### src/rtl/stage_progress_ctrl.sv
// Three-stage reflex round sequencer: drives cumulative stage-cleared lights,
// stage index and play/win/lose status from start/clear/fail pulses and timers.
module stage_progress_ctrl #(
  parameter int STAGE_TIMEOUT = 50000000,
  parameter int PAUSE_CYCLES  = 25000000,
  parameter int RESULT_HOLD   = 100000000,
  parameter int CNT_W         = 27
) (
  input  logic       clk,
  input  logic       rst_n,
  input  logic       start,
  input  logic       stage_clear,
  input  logic       fail,
  output logic       light1,
  output logic       light2,
  output logic       light3,
  output logic [1:0] stage,
  output logic       playing,
  output logic       win,
  output logic       lose
);

  localparam logic [2:0] S_IDLE  = 3'd0;
  localparam logic [2:0] S_PLAY  = 3'd1;
  localparam logic [2:0] S_PAUSE = 3'd2;
  localparam logic [2:0] S_WIN   = 3'd3;
  localparam logic [2:0] S_LOSE  = 3'd4;

  localparam logic [CNT_W-1:0] PLAY_LAST  = CNT_W'(STAGE_TIMEOUT - 1);
  localparam logic [CNT_W-1:0] PAUSE_LAST = CNT_W'(PAUSE_CYCLES - 1);
  localparam logic [CNT_W-1:0] HOLD_LAST  = CNT_W'(RESULT_HOLD - 1);

  logic [2:0]       state;
  logic [CNT_W-1:0] cnt;

  always_ff @(posedge clk or negedge rst_n) begin
    if (!rst_n) begin
      state   <= S_IDLE;
      cnt     <= '0;
      light1  <= 1'b0;
      light2  <= 1'b0;
      light3  <= 1'b0;
      stage   <= 2'd0;
      playing <= 1'b0;
      win     <= 1'b0;
      lose    <= 1'b0;
    end else begin
      case (state)
        S_IDLE: begin
          cnt <= '0;
          // Lights hold so the finished round stays on the display.
          if (start) begin
            light1  <= 1'b0;
            light2  <= 1'b0;
            light3  <= 1'b0;
            stage   <= 2'd1;
            playing <= 1'b1;
            state   <= S_PLAY;
          end
        end

        S_PLAY: begin
          if (fail) begin
            state   <= S_LOSE;
            cnt     <= '0;
            playing <= 1'b0;
            lose    <= 1'b1;
          end else if (stage_clear) begin
            cnt <= '0;
            case (stage)
              2'd1:    light1 <= 1'b1;
              2'd2:    light2 <= 1'b1;
              2'd3:    light3 <= 1'b1;
              default: ;
            endcase
            if (stage == 2'd3) begin
              state   <= S_WIN;
              playing <= 1'b0;
              win     <= 1'b1;
            end else begin
              state <= S_PAUSE;
            end
          end else if (cnt == PLAY_LAST) begin
            state   <= S_LOSE;
            cnt     <= '0;
            playing <= 1'b0;
            lose    <= 1'b1;
          end else begin
            cnt <= cnt + 1'b1;
          end
        end

        S_PAUSE: begin
          if (cnt == PAUSE_LAST) begin
            state <= S_PLAY;
            cnt   <= '0;
            stage <= stage + 2'd1;
          end else begin
            cnt <= cnt + 1'b1;
          end
        end

        S_WIN, S_LOSE: begin
          if (cnt == HOLD_LAST) begin
            state <= S_IDLE;
            cnt   <= '0;
            stage <= 2'd0;
            win   <= 1'b0;
            lose  <= 1'b0;
          end else begin
            cnt <= cnt + 1'b1;
          end
        end

        default: begin
          // Unused encodings fall back to a clean idle.
          state   <= S_IDLE;
          cnt     <= '0;
          light1  <= 1'b0;
          light2  <= 1'b0;
          light3  <= 1'b0;
          stage   <= 2'd0;
          playing <= 1'b0;
          win     <= 1'b0;
          lose    <= 1'b0;
        end
      endcase
    end
  end

endmodule

### config.mk
export PLATFORM = sky130hd
export DESIGN_NAME = stage_progress_ctrl
export DESIGN_NICKNAME = d
export VERILOG_FILES = /design/src/rtl/stage_progress_ctrl.sv
export SDC_FILE = /design/constraint.sdc
export NUM_CORES = 1
export LEC_CHECK = 0
export CORE_UTILIZATION = 63
export CTS_CLUSTER_DIAMETER = 40
export DETAILED_ROUTE_END_ITERATION = 10
export PLACE_DENSITY = 0.93
export SYNTH_ARGS = -nofsm -noshare
export SYNTH_HDL_FRONTEND = slang
export SYNTH_SLANG_ARGS = --single-unit
### constraint.sdc
create_clock -name clk -period 6.85 [get_ports clk]
set_clock_uncertainty 0.2 [all_clocks]
set_input_delay 0.685 -clock clk [delete_from_list [all_inputs] [get_ports clk]]
set_output_delay 0.685 -clock clk [all_outputs]
set_load 0.05 [all_outputs]
==> results.env, run 1 <==
STATUS='finished, final reports clean'
POST_CTS.REPAIR.SETUP_BUFFERS=0
INITIAL_CELL_DENSITY_OF_THE_CORE=0.6820
CTS_REPAIR_RESIZE_COUNT=0
CORE_AREA_MM2=0.003128
NUMBER_OF_ROUTED_NETS_WITH_ANTENNA_VIOLATIONS=0
GP_ROUTABILITY_CONGESTION=0.9445
CAP_VIOLATIONS=0
CTS_BUFFERS=5
YOSYS.CELL_TYPES.COUNT=47
VIAS_PER_CELL=5.989
CRITICAL-PATH-MAX-STAGE-DELAY_NS=0.97
SYNTH_FF_TYPE='dfrtp_1'
WORST_ENDPOINT_REQUIRED_TIME_NS=6.93
CTS-ROOT-BUF='clkbuf_4'
DR.PASS1.ITERS=5
GRT_USE_TOTAL=0.2799
INTERNAL_POWER_uW=385.6
POWER.SWITCHING_uW=285.7
CLOCK_SLEW_AT_REPORTED_PATH_FFS_NS=0.11
SLEW_VIOL_FINAL=0
FF2FF_PATH_DEPTH=5
SYNTH_WARNINGS=0
CRIT_FAMILY='compound AO/OA/AOI/OAI gates'
POSTSYNTH.ASYNCRESETSHARE=1.000
ROW_COUNT=20
CTS_HOLD_REPAIR.BUFFERS=0
TIMING.CRITICAL_PATH.CELLS='or3b_2 > nor4_2 > a31oi_1 > a211oi_4 > mux2i_1'
NETSWITCHINGFRACTION=0.4256
ANTENNA_FOUND_INITIAL=0
REG2REG_TO='state[0]'
GRT_SETUP_UNREPAIRED='no'
DRT_WL_TOTAL_MM=4.283
DETAILROUTE.VIA_COUNT=1695
NUMPLACEDINSTANCES=275
SETUP_VIOLATIONS=0
START_KIND='register'
FILLERINSTANCES=237
FIN_CRIT_NS=3.035
CRITPATHARRIVALTIME_NS=3.11
NUMBER_OF_BUFFERS_AND_INVERTERS_ON_THE_CRITICAL_PATH=0
GRT_START_MAX_NET_PINS=39
SYNTH_SEQUENTIAL_AREA_RATIO=0.4457
IOS=13
REGISTER_BIT_COUNT_REPORTED_BY_YOSYS=38
HOLDCRITPATHCLASS='primary input to async pin'
PORT-BUFFER-COUNT=12
DIE_H_UM=60.19
ROUTED_WIRE_LENGTH_PER_INSTANCE_UM=15.13
DRC_ERRORS=0
DIEAREA_MM2=0.003623
SYNTH-EDFF-COUNT=0
CRIT_PATH_MAX_FANOUT=27
CTSHTREEMAXLEVEL=2
RRSETUPSLACK_NS=3.82
FIRST_PASS_GRT_WIRE_LENGTH_MM=7.224
CRITICAL_PATH.SLOWEST_CELL='a211oi_4'
TRITONCTS_CLOCK_TREE='done'
WORSTSETUPENDPOINTTYPE='register'
WORST-SLEW-PIN-TRANSITION_NS=1.113
SYNTHDOMINANTCELLAREASHARE=0.4457
DR_ITER_0_VIOLS=117
WORST_SKEW_PAIR.LATE_LATENCY_NS=0.36
HOLD_VIOL=0
TOTAL_LEAKAGE_POWER_uW=0.0008703
AREA.GROWTH.SYNTH_TO_FINAL_PCT=8.798
PWR-SHARE-COMB=0.390
PWR-SHARE-SEQ=0.428
LAYOUTNONFILLERINSTCOUNT=283
NUMBER_OF_GLOBAL_ROUTE_VIAS_BEFORE_REPAIR=1611
DIE-WIDTH_UM=60.19
IR_DROP_mV=0.1845
SYN-CELL-AREA_MM2=0.002133
GRT-OVFL-TOTAL=0
SETUP.WORST_PATH.CLASS='register to register'
AVG_CELL_AREA_SYN_UM2=9.398
MAX_FREQ_MHz=329.5
DETAILED_PLACE_HPWL_MM=3.082
SYNTH.NET_COUNT=236
ANTENNA_CELLS_INSERTED=0
LAUNCH_INSTANCE_OF_THE_WORST_REGISTER_TO_REGISTER_PATH='cnt[12]'
CTS.PATH.MAX_BUFFERS=2
YS_TOP_CELLS_BY_AREA='dfrtp_1 (45%), xnor2_1 (9.4%), nor2_1 (6.9%)'
FINAL_MIN_PERIOD_OVER_CLOCK_PERIOD=0.4430
RATIO_OF_TOTAL_POWER_TO_CELL_AREA_mW_PER_MM2=289.2
NUMCLOCKSINKS=38
TIMING.SETUP.TNS_NS=0
SYNTH_LARGEST_AREA_CELL='dfrtp_1'
SYN_INST=227
LAYOUT-DRIVE-GT1-SHARE=0.08368
SLEW-LIMIT-HEADROOM=0.2556
CLOCK_POWER_SHARE=0.183
NUM-NETS-FINAL=247
==> cell type report <==
cell class,count,area (um2),share of cell area
timing repair buffer,12,115.1,0.04960
inverter,14,52.55,0.02264
sequential,38,950.9,0.4097
clock buffer,6,51.30,0.02210
clock inverter,2,12.51,0.005391
tap,44,55.05,0.02372
multi-input combinational,167,1084,0.4668
==> worst reg2reg max path: cells and delay by family, from the launching register on <==
kind,cells,cell delay (ns)
AOI/OAI and AO/OA,2,1.19
DFF,1,0.46
muxes,1,0.31
and+or+nand+nor,2,0.78
==> power groups by stage <==
| stage | Sequential, uW | Clock [uW] | Combinational (uW) |
|---|---|---|---|
| after floorplan | 321 | 0 | 167 |
| after detailed placement | 291 | 0 | 258 |
| after global routing | 291 | 132 | 284 |
| after CTS | 287 | 125 | 260 |
| after global placement | 289 | 0 | 248 |
| final | 287 | 123 | 262 |
==> routing by layer <==
metal / share of wire / vias to the layer above / GRT usage / routed length (um)
li1: - / 821 / - / -
met1: 0.46 / 821 / 0.3724 / 1960
met2: 0.48 / 48 / 0.4286 / 2037
met3: 0.055 / 5 / 0.06277 / 237
met4: 0.011 / 0 / 0.1395 / 47
met5: 0 / - / 0 / 0
==> how the worst max path moves through the flow <==
stage / endpoint / depth (start not counted) / start / slack [ns]
final: state[0] / 5 / cnt[12] / 3.82
after global routing: state[0] / 5 / cnt[12] / 3.67
after CTS: state[0] / 5 / cnt[12] / 3.83
after detailed placement: state[0] / 5 / cnt[12] / 3.84
after global placement: state[0] / 5 / fail / 4.02
after floorplan: cnt[14] / 6 / cnt[8] / 4.57
==> layout by cell type, fill, tap and decap left out, types with 5 or more instances in the layout <==
master | synthesis | layout
clkbuf_4 | 0 | 5
xnor2_1 | 23 | 23
inv_1 | 14 | 14
nand3_1 | 12 | 12
nor2_1 | 39 | 39
nor3_1 | 8 | 8
nand4_1 | 5 | 5
nand2_1 | 10 | 10
dfrtp_1 | 38 | 38
clkdlybuf4s50_1 | 0 | 11
a31oi_1 | 6 | 6
==> Yosys cell counts (3+ instances only) <==
master,n
o21ai_0,4
dfrtp_1,38
a21oi_1,3
nor2_1,39
nand4b_1,4
o22ai_1,3
nor4_1,4
clkbuf_1,5
nand4_1,5
and3_1,3
or3b_2,3
a31oi_1,6
ha_1,4
nand3_1,12
inv_1,14
xnor2_1,23
nor2b_1,3
nor3_1,8
nand2_1,10
==> logic make-up after synthesis <==
group / count (synthesis) / share of synthesized area
compound gates: 28 / 0.09385
xor+xnor: 25 / 0.1026
flops: 38 / 0.4457
buf+inv: 22 / 0.04633
simple gates: 109 / 0.2833
fa+ha+maj: 4 / 0.02346
mux: 1 / 0.004692
==> per-stage QoR <==
| stage | util | cell area, um2 | total power (uW) | hold WS (ns) | worst slack (ns) |
|---|---|---|---|---|---|
| after CTS | 0.7420 | 2321 | 671.6 | 0.2219 | 3.828 |
| after floorplan | - | 2133 | 488.2 | 0.1894 | 4.569 |
| after global routing | 0.7420 | 2321 | 707.3 | 0.2772 | 3.672 |
| final | 0.7420 | 2321 | 671.3 | 0.2087 | 3.815 |
| after detailed placement | 0.7216 | 2257 | 549.0 | 0.2524 | 3.842 |
| after global placement | 0.7216 | 2257 | 536.6 | 0.2455 | 4.015 |
==> registers in the layout, summed over array words and instances, names as in the netlist <==
name,cells
cnt,27
state,3
stage,2
light1,1
light2,1
light3,1
lose,1
playing,1
win,1
No activity file was read; power rests on OpenSTA's default activity.
==> run 2, diff against run 1 <==
Settings changed: CORE_UTILIZATION 63 to 59, PLACE_DENSITY 0.93 to 0.88.
Clock period 6.85 ns to 2.8 ns, I/O delays scaled along.
==> results.env, run 2 (synthesized netlist as in run 1, its figures left out) <==
GRT_USE_TOTAL=0.2356
REGISTERS_WITH_THE_HIGHEST_FLIP_FLOP_COUNTS='cnt (27), state (3), stage (2)'
CLOCK_SLEW_AT_REPORTED_PATH_FFS_NS=0.12
SETUP.WORST_PATH.CLASS='register to register'
FINAL_DESIGN_AREA_EXCLUDING_FILLERS_MM2=0.002356
GRT_START_MAX_NET_PINS=39
CTS-ROOT-BUF='clkbuf_4'
ANTENNA_FOUND_INITIAL=0
FAILING_CHECKS='DRC'
CORE_AREA_MM2=0.003390
TIMING.SETUP.TNS_NS=0
RATIO_OF_TOTAL_POWER_TO_CELL_AREA_mW_PER_MM2=714.8
GP_ROUTABILITY_CONGESTION=0.9203
FINAL_MIN_PERIOD_OVER_CLOCK_PERIOD=0.9107
LAYOUTNONFILLERINSTCOUNT=289
DR.PASS1.ITERS=9
HOLDCRITPATHCLASS='register to register'
CRITPATHARRIVALTIME_NS=2.63
DRC_ERRORS=1
MOSTFREQUENTLAYOUTCELLS='nor2_1 (39), dfrtp_1 (38), xnor2_1 (23)'
FILLERINSTANCES=252
LAYOUT-DRIVE-GT1-SHARE=0.09465
NUMBER_OF_GLOBAL_ROUTE_VIAS_BEFORE_REPAIR=1552
DIE_H_UM=62.13
GRT_SETUP_UNREPAIRED='no'
FIN_CRIT_NS=2.550
WORST_ENDPOINT_REQUIRED_TIME_NS=2.88
FIRST_PASS_GRT_WIRE_LENGTH_MM=7.155
DETAILED_PLACE_HPWL_MM=2.976
ANTENNA_CELLS_INSERTED=0
FINAL_UTIL=0.6951
LARGEST_REGISTER_FFS=27
MULTI_INPUT_AREA_MM2=0.001084
CTS.PATH.MAX_BUFFERS=2
SETUP_VIOLATIONS=0
TIMING.CRITICAL_PATH.CELLS='or3b_2 > nor4_2 > a31oi_1 > a211oi_4 > buf_4 > mux2i_1'
STATUS='complete, but fails checks'
ROW_COUNT=21
CRIT_PATH_MAX_FANOUT=17
SLEW-LIMIT-HEADROOM=0.4711
PORT-BUFFER-COUNT=12
CTS_HOLD_REPAIR.BUFFERS=1
LARGEST_REGISTER='cnt'
START_KIND='register'
CTSHTREEMAXLEVEL=2
LEADING_CELL_TYPE_IN_THE_LAYOUT_FILL_AND_TAPS_EXCLUDED='nor2_1'
WORST-SLEW-PIN-TRANSITION_NS=0.7933
TOTAL_LEAKAGE_POWER_uW=0.0008884
PLACEDINSTANCEAREA_MM2=0.002282
IOS=13
ROUTED_WIRE_LENGTH_PER_INSTANCE_UM=14.48
LAUNCH_INSTANCE_OF_THE_WORST_REGISTER_TO_REGISTER_PATH='cnt[12]'
MAX_FREQ_MHz=392.2
WORST_HOLD_SLACK_NS=0.2633
SLEW_VIOL_FINAL=0
DETAILROUTE.VIA_COUNT=1713
CRITICAL-PATH-MAX-STAGE-DELAY_NS=0.49
WORSTSETUPENDPOINTTYPE='register'
DRT_WL_TOTAL_MM=4.186
DR_ITER_0_VIOLS=133
CTS_REPAIR_RESIZE_COUNT=0
INITIAL_CELL_DENSITY_OF_THE_CORE=0.6294
SEQ_AREA_UM2=950.9
DIE-WIDTH_UM=62.13
MIN-DELAY-START='cnt[0]'
FF2FF_PATH_DEPTH=6
VIAS_PER_CELL=5.927
NUMPLACEDINSTANCES=280
TRITONCTS_CLOCK_TREE='done'
NUMCLOCKSINKS=38
NUM-NETS-FINAL=251
WORST_SKEW_PAIR.LATE_LATENCY_NS=0.34
CAP_VIOLATIONS=0
CTS_BUFFERS=5
WHS_PATH_CELLS=1
RRSETUPSLACK_NS=0.25
NUMBER_OF_ROUTED_NETS_WITH_ANTENNA_VIOLATIONS=0
DIEAREA_MM2=0.003860
WORSTHOLDENDPOINT='cnt[0]'
HOLD_VIOL=0
GRT-OVFL-TOTAL=0
CRITICAL_PATH.SLOWEST_CELL='or3b_2'
POST_CTS.REPAIR.SETUP_BUFFERS=0
IR_DROP_mV=0.4384
REG2REG_TO='state[0]'
AREA.GROWTH.SYNTH_TO_FINAL_PCT=10.44
run 2: changes by cell type in the layout (fill, tap and decap cells not counted):
cell / previous run / this run
buf_4: 0 / 3
dlygate4sd3_1: 0 / 1
run 2: area by class of cell:
class / count / share of cell area
Clock buffer: 6 / 0.02177
Tap cell: 46 / 0.02443
Timing Repair Buffer: 16 / 0.06267
Inverter: 14 / 0.02230
Clock inverter: 2 / 0.005311
Multi-Input combinational cell: 167 / 0.4599
Sequential cell: 38 / 0.4036
run 2: critical path, delay by kind of cell (launching register included):
kind	cells	cell delay [ns]
AO/OA/AOI/OAI	2	0.52
buffers and inverters	1	0.26
AND/OR/NAND/NOR	2	0.84
multiplexers	1	0.20
flip-flops	1	0.46
run 2: power breakdown:
part	total (uW)	leakage (uW)	internal (uW)	switching, uW
registers	701	0.000518	617	83.6
logic	683	0.000337	247	436
clock network	300	0.0000343	121	180
total	1680	0.000888	984	700
run 2: metal layers:
metal	up-vias	part of all wire	GRT usage
met4	0	0.020	0.1017
li1	821	-	-
met5	-	0	0
met1	827	0.47	0.3370
met2	55	0.46	0.3489
met3	10	0.045	0.04596
run 2: per-stage QoR:
step | total power (uW) | worst slack (ns)
2_1_floorplan | 1194 | 0.5189
3_3_place_gp | 1369 | 0.4092
3_5_place_dp | 1384 | 0.3320
4_1_cts | 1689 | 0.3017
5_1_grt | 1787 | 0.05546
6_report | 1684 | 0.2501
run 2: worst max-delay path by stage:
stage / startpoint / slack [ns] / end / cells past startpoint
2_1_floorplan: cnt[8] / 0.52 / cnt[14] / 6
3_3_place_gp: cnt[8] / 0.41 / state[0] / 6
3_5_place_dp: cnt[12] / 0.33 / state[0] / 6
4_1_cts: cnt[12] / 0.30 / state[0] / 6
5_1_grt: cnt[12] / 0.06 / lose / 5
6_report: cnt[12] / 0.25 / state[0] / 6
